$ cat config.mk
export PLATFORM = sky130hd
export DESIGN_NAME = bus_arbiter
export DESIGN_NICKNAME = d
export VERILOG_FILES = /design/src/rtl/bus_arbiter_pkg.sv /design/src/rtl/bus_arb_wdt.sv /design/src/rtl/bus_arbiter.sv
export SDC_FILE = /design/constraint.sdc
export NUM_CORES = 1
export LEC_CHECK = 0
export CAP_MARGIN = 40
export CORE_UTILIZATION = 30
export CTS_BUF_LIST = sky130_fd_sc_hd__clkbuf_8
export DETAILED_ROUTE_END_ITERATION = 8
export PLACE_DENSITY = 0.7
export SKIP_LAST_GASP = 1
export SLEW_MARGIN = 20
export SYNTH_ARGS = -nofsm -noshare
export SYNTH_HDL_FRONTEND = slang
export SYNTH_SLANG_ARGS = --single-unit
$ cat constraint.sdc
create_clock -name clk -period 2.45 [get_ports clk]
set_input_delay 0.49 -clock clk [delete_from_list [all_inputs] [get_ports clk]]
set_output_delay 0.49 -clock clk [all_outputs]
set_load 0.1 [all_outputs]
$ cat src/rtl/bus_arbiter_pkg.sv
// Shared definitions for the IF/MEM shared-bus arbiter.
// Holds the reset level, bus widths, default limits and FSM encoding.
package bus_arbiter_pkg;

   localparam logic RST_ENABLE     = 1'b0;
   localparam int   REG_BUS        = 32;
   localparam int   DATA_ADDR_BUS  = 32;
   localparam int   TIMEOUT_DEF    = 255;
   localparam int   STARVE_LIM_DEF = 4;

   typedef enum logic [1:0] {
      ST_IDLE     = 2'd0,
      ST_IF_BUSY  = 2'd1,
      ST_MEM_BUSY = 2'd2
   } arb_state_e;

endpackage

$ cat src/rtl/bus_arb_wdt.sv
// Bus watchdog: counts busy cycles without a slave ack.
// Pulses expire_o on the TIMEOUT-th such cycle.
module bus_arb_wdt
   import bus_arbiter_pkg::*;
#(
   parameter int TIMEOUT = TIMEOUT_DEF
) (
   input  logic clk,
   input  logic rst,
   input  logic clr_i,
   input  logic en_i,
   output logic expire_o
);

   localparam logic [7:0] LAST = 8'(TIMEOUT - 1);

   logic [7:0] cnt_q;
   logic [7:0] cnt_d;

   assign expire_o = en_i & (cnt_q == LAST);

   // next count: clear on grant, advance while waiting
   always_comb begin
      cnt_d = cnt_q;
      if (clr_i) begin
         cnt_d = '0;
      end else if (en_i && !expire_o) begin
         cnt_d = cnt_q + 8'd1;
      end
   end

   // counter register
   always_ff @(posedge clk) begin
      if (rst == RST_ENABLE) begin
         cnt_q <= '0;
      end else begin
         cnt_q <= cnt_d;
      end
   end

endmodule

$ cat src/rtl/bus_arbiter.sv
// Arbitrates instruction fetch and load/store onto one bus master.
// MEM wins ties until IF has waited STARVE_LIM grants.
module bus_arbiter
   import bus_arbiter_pkg::*;
#(
   parameter int TIMEOUT    = TIMEOUT_DEF,
   parameter int STARVE_LIM = STARVE_LIM_DEF
) (
   input  logic        clk,
   input  logic        rst,
   input  logic        if_req_i,
   input  logic [31:0] if_addr_i,
   output logic        if_ack_o,
   output logic [31:0] if_rdata_o,
   input  logic        mem_req_i,
   input  logic        mem_we_i,
   input  logic [3:0]  mem_sel_i,
   input  logic [31:0] mem_addr_i,
   input  logic [31:0] mem_wdata_i,
   output logic        mem_ack_o,
   output logic [31:0] mem_rdata_o,
   input  logic        flush_i,
   output logic        bus_req_o,
   output logic        bus_we_o,
   output logic [3:0]  bus_sel_o,
   output logic [31:0] bus_addr_o,
   output logic [31:0] bus_wdata_o,
   input  logic        bus_ack_i,
   input  logic [31:0] bus_rdata_i,
   output logic        stallreq_if_o,
   output logic        stallreq_mem_o,
   output logic        bus_err_o
);

   localparam logic [2:0] LIM = 3'(STARVE_LIM);

   arb_state_e  state_q, state_d;
   logic        req_q, req_d;
   logic        we_q, we_d;
   logic [3:0]  sel_q, sel_d;
   logic [31:0] addr_q, addr_d;
   logic [31:0] wdata_q, wdata_d;
   logic [2:0]  starve_q, starve_d;
   logic        discard_q, discard_d;
   logic        grant;
   logic        busy;
   logic        done;
   logic        expire;
   logic        live;

   assign busy = (state_q != ST_IDLE);
   assign done = busy & (bus_ack_i | expire);
   assign live = (rst != RST_ENABLE);

   bus_arb_wdt #(.TIMEOUT(TIMEOUT)) u_wdt (
      .clk      (clk),
      .rst      (rst),
      .clr_i    (grant),
      .en_i     (busy & ~bus_ack_i),
      .expire_o (expire)
   );

   // grant decision, bus field capture and completion handling
   always_comb begin
      state_d   = state_q;
      req_d     = req_q;
      we_d      = we_q;
      sel_d     = sel_q;
      addr_d    = addr_q;
      wdata_d   = wdata_q;
      starve_d  = starve_q;
      discard_d = discard_q;
      grant     = 1'b0;
      unique case (state_q)
         ST_IDLE: begin
            discard_d = 1'b0;
            if (mem_req_i && !(if_req_i && starve_q == LIM)) begin
               grant   = 1'b1;
               state_d = ST_MEM_BUSY;
               req_d   = 1'b1;
               we_d    = mem_we_i;
               sel_d   = mem_sel_i;
               addr_d  = mem_addr_i;
               wdata_d = mem_wdata_i;
               if (if_req_i) begin
                  starve_d = starve_q + 3'd1;
               end
            end else if (if_req_i) begin
               grant    = 1'b1;
               state_d  = ST_IF_BUSY;
               req_d    = 1'b1;
               we_d     = 1'b0;
               sel_d    = 4'b1111;
               addr_d   = if_addr_i;
               wdata_d  = '0;
               starve_d = '0;
            end
         end
         ST_IF_BUSY, ST_MEM_BUSY: begin
            if (state_q == ST_IF_BUSY && flush_i) begin
               discard_d = 1'b1;
            end
            if (done) begin
               state_d   = ST_IDLE;
               req_d     = 1'b0;
               discard_d = 1'b0;
            end
         end
         default: begin
            state_d = ST_IDLE;
            req_d   = 1'b0;
         end
      endcase
   end

   // arbiter state and registered bus master port
   always_ff @(posedge clk) begin
      if (rst == RST_ENABLE) begin
         state_q   <= ST_IDLE;
         req_q     <= 1'b0;
         we_q      <= 1'b0;
         sel_q     <= '0;
         addr_q    <= '0;
         wdata_q   <= '0;
         starve_q  <= '0;
         discard_q <= 1'b0;
      end else begin
         state_q   <= state_d;
         req_q     <= req_d;
         we_q      <= we_d;
         sel_q     <= sel_d;
         addr_q    <= addr_d;
         wdata_q   <= wdata_d;
         starve_q  <= starve_d;
         discard_q <= discard_d;
      end
   end

   assign bus_req_o   = req_q;
   assign bus_we_o    = we_q;
   assign bus_sel_o   = sel_q;
   assign bus_addr_o  = addr_q;
   assign bus_wdata_o = wdata_q;

   // a reset cycle abandons the transfer, so no ack escapes it
   assign if_ack_o  = live & done & (state_q == ST_IF_BUSY)
                    & ~discard_q & ~flush_i;
   assign mem_ack_o = live & done & (state_q == ST_MEM_BUSY);
   assign bus_err_o = live & expire;

   assign if_rdata_o  = (if_ack_o & bus_ack_i) ? bus_rdata_i : '0;
   assign mem_rdata_o = (mem_ack_o & bus_ack_i) ? bus_rdata_i : '0;

   assign stallreq_if_o  = if_req_i & ~if_ack_o;
   assign stallreq_mem_o = mem_req_i & ~mem_ack_o;

endmodule

==> metrics.yaml <==
status:
  outcome: "completed"
timing:
  relSlewSlack: 0.644
  fin_skew_ps: 13.7
  fin_crit_sh: 0.970
  hold_viol_final: 0
  rsz0062_at_grt: "false"
  finalWorstSetupSlack_ps: 72.3
  fmax_mhz: 421
  tightestPinTransition_ps: 535
  min_period_ps: 2380
  slew_violations: 0
  finalSetupViolCount: 0
global_route:
  grt-ovfl-total: 0
  antenna_found_initial: 0
  grt_max_degree: 61
  grt_use_total: 0.228
  grt_pass1_wl_mm: 25.1
  grt_pass1_vias: 4432
placement:
  placed_cells: 889
  portBuffers: 277
  hpwl_mm: 13.2
  gp_congestion: 0.889
  pre_cts_ws_ps: 108
  place_area_um2: 7650
drt:
  drcViolationCount: 0
  dr.pass1.iters: 5
  wl_mm: 16.8
  via_per_inst: 5.15
  drt_iter0_markers: 292
  wl_met3_mm: 1.09
  wire_per_inst_um: 18.5
  dr_wl_met2_mm: 9.01
  vias: 4682
  dr.max_layer_used: "met4"
  wl_met1_mm: 6.48
  antenna_left: 0
worst_setup_path:
  slowest_delay_ps: 350
  r2r_slack_ps: 600
  slowest_stage: "dfxtp_2"
  criticalPathCategory: "register to output port"
  cp-end-kind: "output port"
  path_cells: "inv_1 > ha_2 > nor2b_4 > and4_4 > clkbuf_16 > and2_2 > buf_12"
  worstPathRequired_ps: 1960
  critPathTopFamily: "simple AND/OR/NAND/NOR gates"
  cp_max_fo: 16
  critPathArrivalTime_ps: 1890
  critPathBufInv: 3
  critPathLaunchType: "register"
min_path:
  hold_path_class: "register to register"
floorplan:
  die_h_um: 119
  fp.dieW_um: 119
  boundaryPins: 278
  initial_core_util: 0.310
  core-area_um2: 13300
  rows: 42
  die_area_um2: 14200
final_layout:
  area_growth_pct: 92.8
  stdcell_area_um2: 7940
  stdcell_count: 909
  diodes: 0
  drive_above_1_share: 0.345
  nets: 874
synthesis:
  yosys.area.top_type_share: 0.409
  synth.top_cells.by_area: "dfxtp_1 41%, a211oi_1 12%, and2_1 10%"
  synth.avg_cell_area_um2: 8.78
  synth-seq-cells: 84
  yosys_warnings: 0
  yosys.area.top_type: "dfxtp_1"
  syn_nets: 615
  synthesis.instances: 469
  ys_types: 43
  yosysSeqAreaShare: 0.409
  synth_area_um2: 4120
clock_network:
  clkTransAtPathRegs_ps: 80
  htreeDepth: 3
  cts_sinks: 84
  holdBufCountCts: 0
  cts_buffer_depth: 2
  cts_tree: "done"
  clock_latency_ps: 360
  cts-root-buf: "clkbuf_8"
  numCtsBuffers: 9
run:
  cap_violations: 0
power_and_ir_drop:
  finalPower_w: 0.00610
  power_leakage_nw: 3.15
  p_per_area_nw_per_um2: 768
  irDropWorstVdd_v: 0.000426
==> path summary, 6_finish.rpt <==
path                                     start             end  depth (start not counted)
worst min-delay path            u_wdt.cnt_q[7]  u_wdt.cnt_q[7]                          2
worst max-delay path                state_q[0]  if_rdata_o[21]                          7
worst max register to register      state_q[1]   bus_addr_o[3]                          7
worst min register to register  u_wdt.cnt_q[7]  u_wdt.cnt_q[7]                          2
==> synth_stat cells <==
master / n
ha_1: 7
o21ai_0: 34
o21ai_4: 1
o21a_2: 1
or3_1: 1
nand4b_1: 1
buf_6: 1
nand3_1: 12
a21oi_1: 6
and4_1: 3
o211ai_1: 1
nor3b_1: 1
nor4_1: 2
or4_1: 1
and2_1: 68
nor2_1: 39
and3_1: 3
nand3_4: 1
a21o_1: 1
o21bai_1: 1
mux2i_1: 6
clkbuf_1: 26
a31oi_1: 1
a2111o_1: 1
nand3b_1: 5
buf_4: 2
buf_2: 19
nand4bb_1: 1
o31ai_1: 1
nand2_1: 8
a21boi_0: 3
a21boi_1: 1
and3b_1: 2
inv_1: 8
a22o_1: 33
o221ai_1: 3
dfxtp_1: 84
o21a_1: 2
o21ai_1: 4
a211oi_1: 67
or3b_4: 1
nor2b_1: 1
nand4_1: 5
==> worst min-delay path, cell delays in order (launching register included) <==
cell and delay (ps):
dfxtp_1 330, nand3_1 60, mux2i_1 60
==> layout make-up <==
class                           instances  area [µm²]
Clock inverter                          7        78.8
Fill cell                            1107        5360
Timing Repair Buffer                  296        3500
Sequential cell                        84        1690
Clock buffer                            9         124
Inverter                                8        30.0
Multi-Input combinational cell        329        2300
Tap cell                              176         220
==> layout by cell type, fill, tap and decap left out, types with 2 or more instances in the layout <==
cell               n
buf_12            74
and2_1             6
nor4_1             2
buf_2              2
o21ai_1            4
and3b_1            2
and4_1             2
clkbuf_8           9
inv_6              5
o221ai_1           3
nand3b_1           5
ha_1               6
nor2_1            39
buf_4             83
nand2_1            8
dfxtp_2            3
a211oi_1          67
dfxtp_1           81
mux2i_1            6
a21boi_0           3
nand3_1           12
clkdlybuf4s50_1  136
a21oi_1            5
and2_4             2
o21a_2             3
inv_1              8
a22o_1            33
and2_2            60
o21ai_0           34
nand4_1            5
==> power by group <==
part           total, W  internal, W  switching (W)  leakage, nW
registers       0.00174      0.00160       0.000132        0.694
logic           0.00332     0.000886        0.00244         2.35
clock network   0.00104     0.000488       0.000554        0.105
total           0.00610      0.00298        0.00312         3.15
==> state kept, by name, summed over array words and instances (netlist names) <==
| name | flops |
|---|---|
| bus_addr_o | 32 |
| bus_wdata_o | 32 |
| u_wdt.cnt_q | 8 |
| bus_sel_o | 4 |
| starve_q | 3 |
| state_q | 2 |
| bus_req_o | 1 |
| bus_we_o | 1 |
| discard_q | 1 |
==> stage by stage <==
step	util	TNS, ps	hold slack (ps)
after detailed placement	0.575	0	466
after global routing	0.597	0	504
after floorplan	-	-853	450
after CTS	0.593	0	487
final	0.597	0	489
after global placement	0.575	0	464
==> cell families (layout without fill, tap and decap cells) <==
kind of cell	after synthesis	in the layout	synth area share
AOI/OAI and AO/OA	161	161	0.281
and+or+nand+nor	155	155	0.214
DFF	84	84	0.409
buffers and inverters	56	320	0.0605
adders and majority gates	7	7	0.0213
muxes	6	6	0.0146
==> metal layers <==
metal	vias to the layer above	track usage
met2	205	0.433
met1	2237	0.248
li1	2225	-
met5	-	0
met4	0	0.0641
met3	15	0.0546
==> what timing repair did <==
action                                  CTS  global route
gates cloned                              0             1
buffers inserted                          2             1
endpoints found under the setup margin   68            67
pin swaps                                 1             1
gates resized for setup                   7             6
No activity file was read; power rests on OpenSTA's default activity.
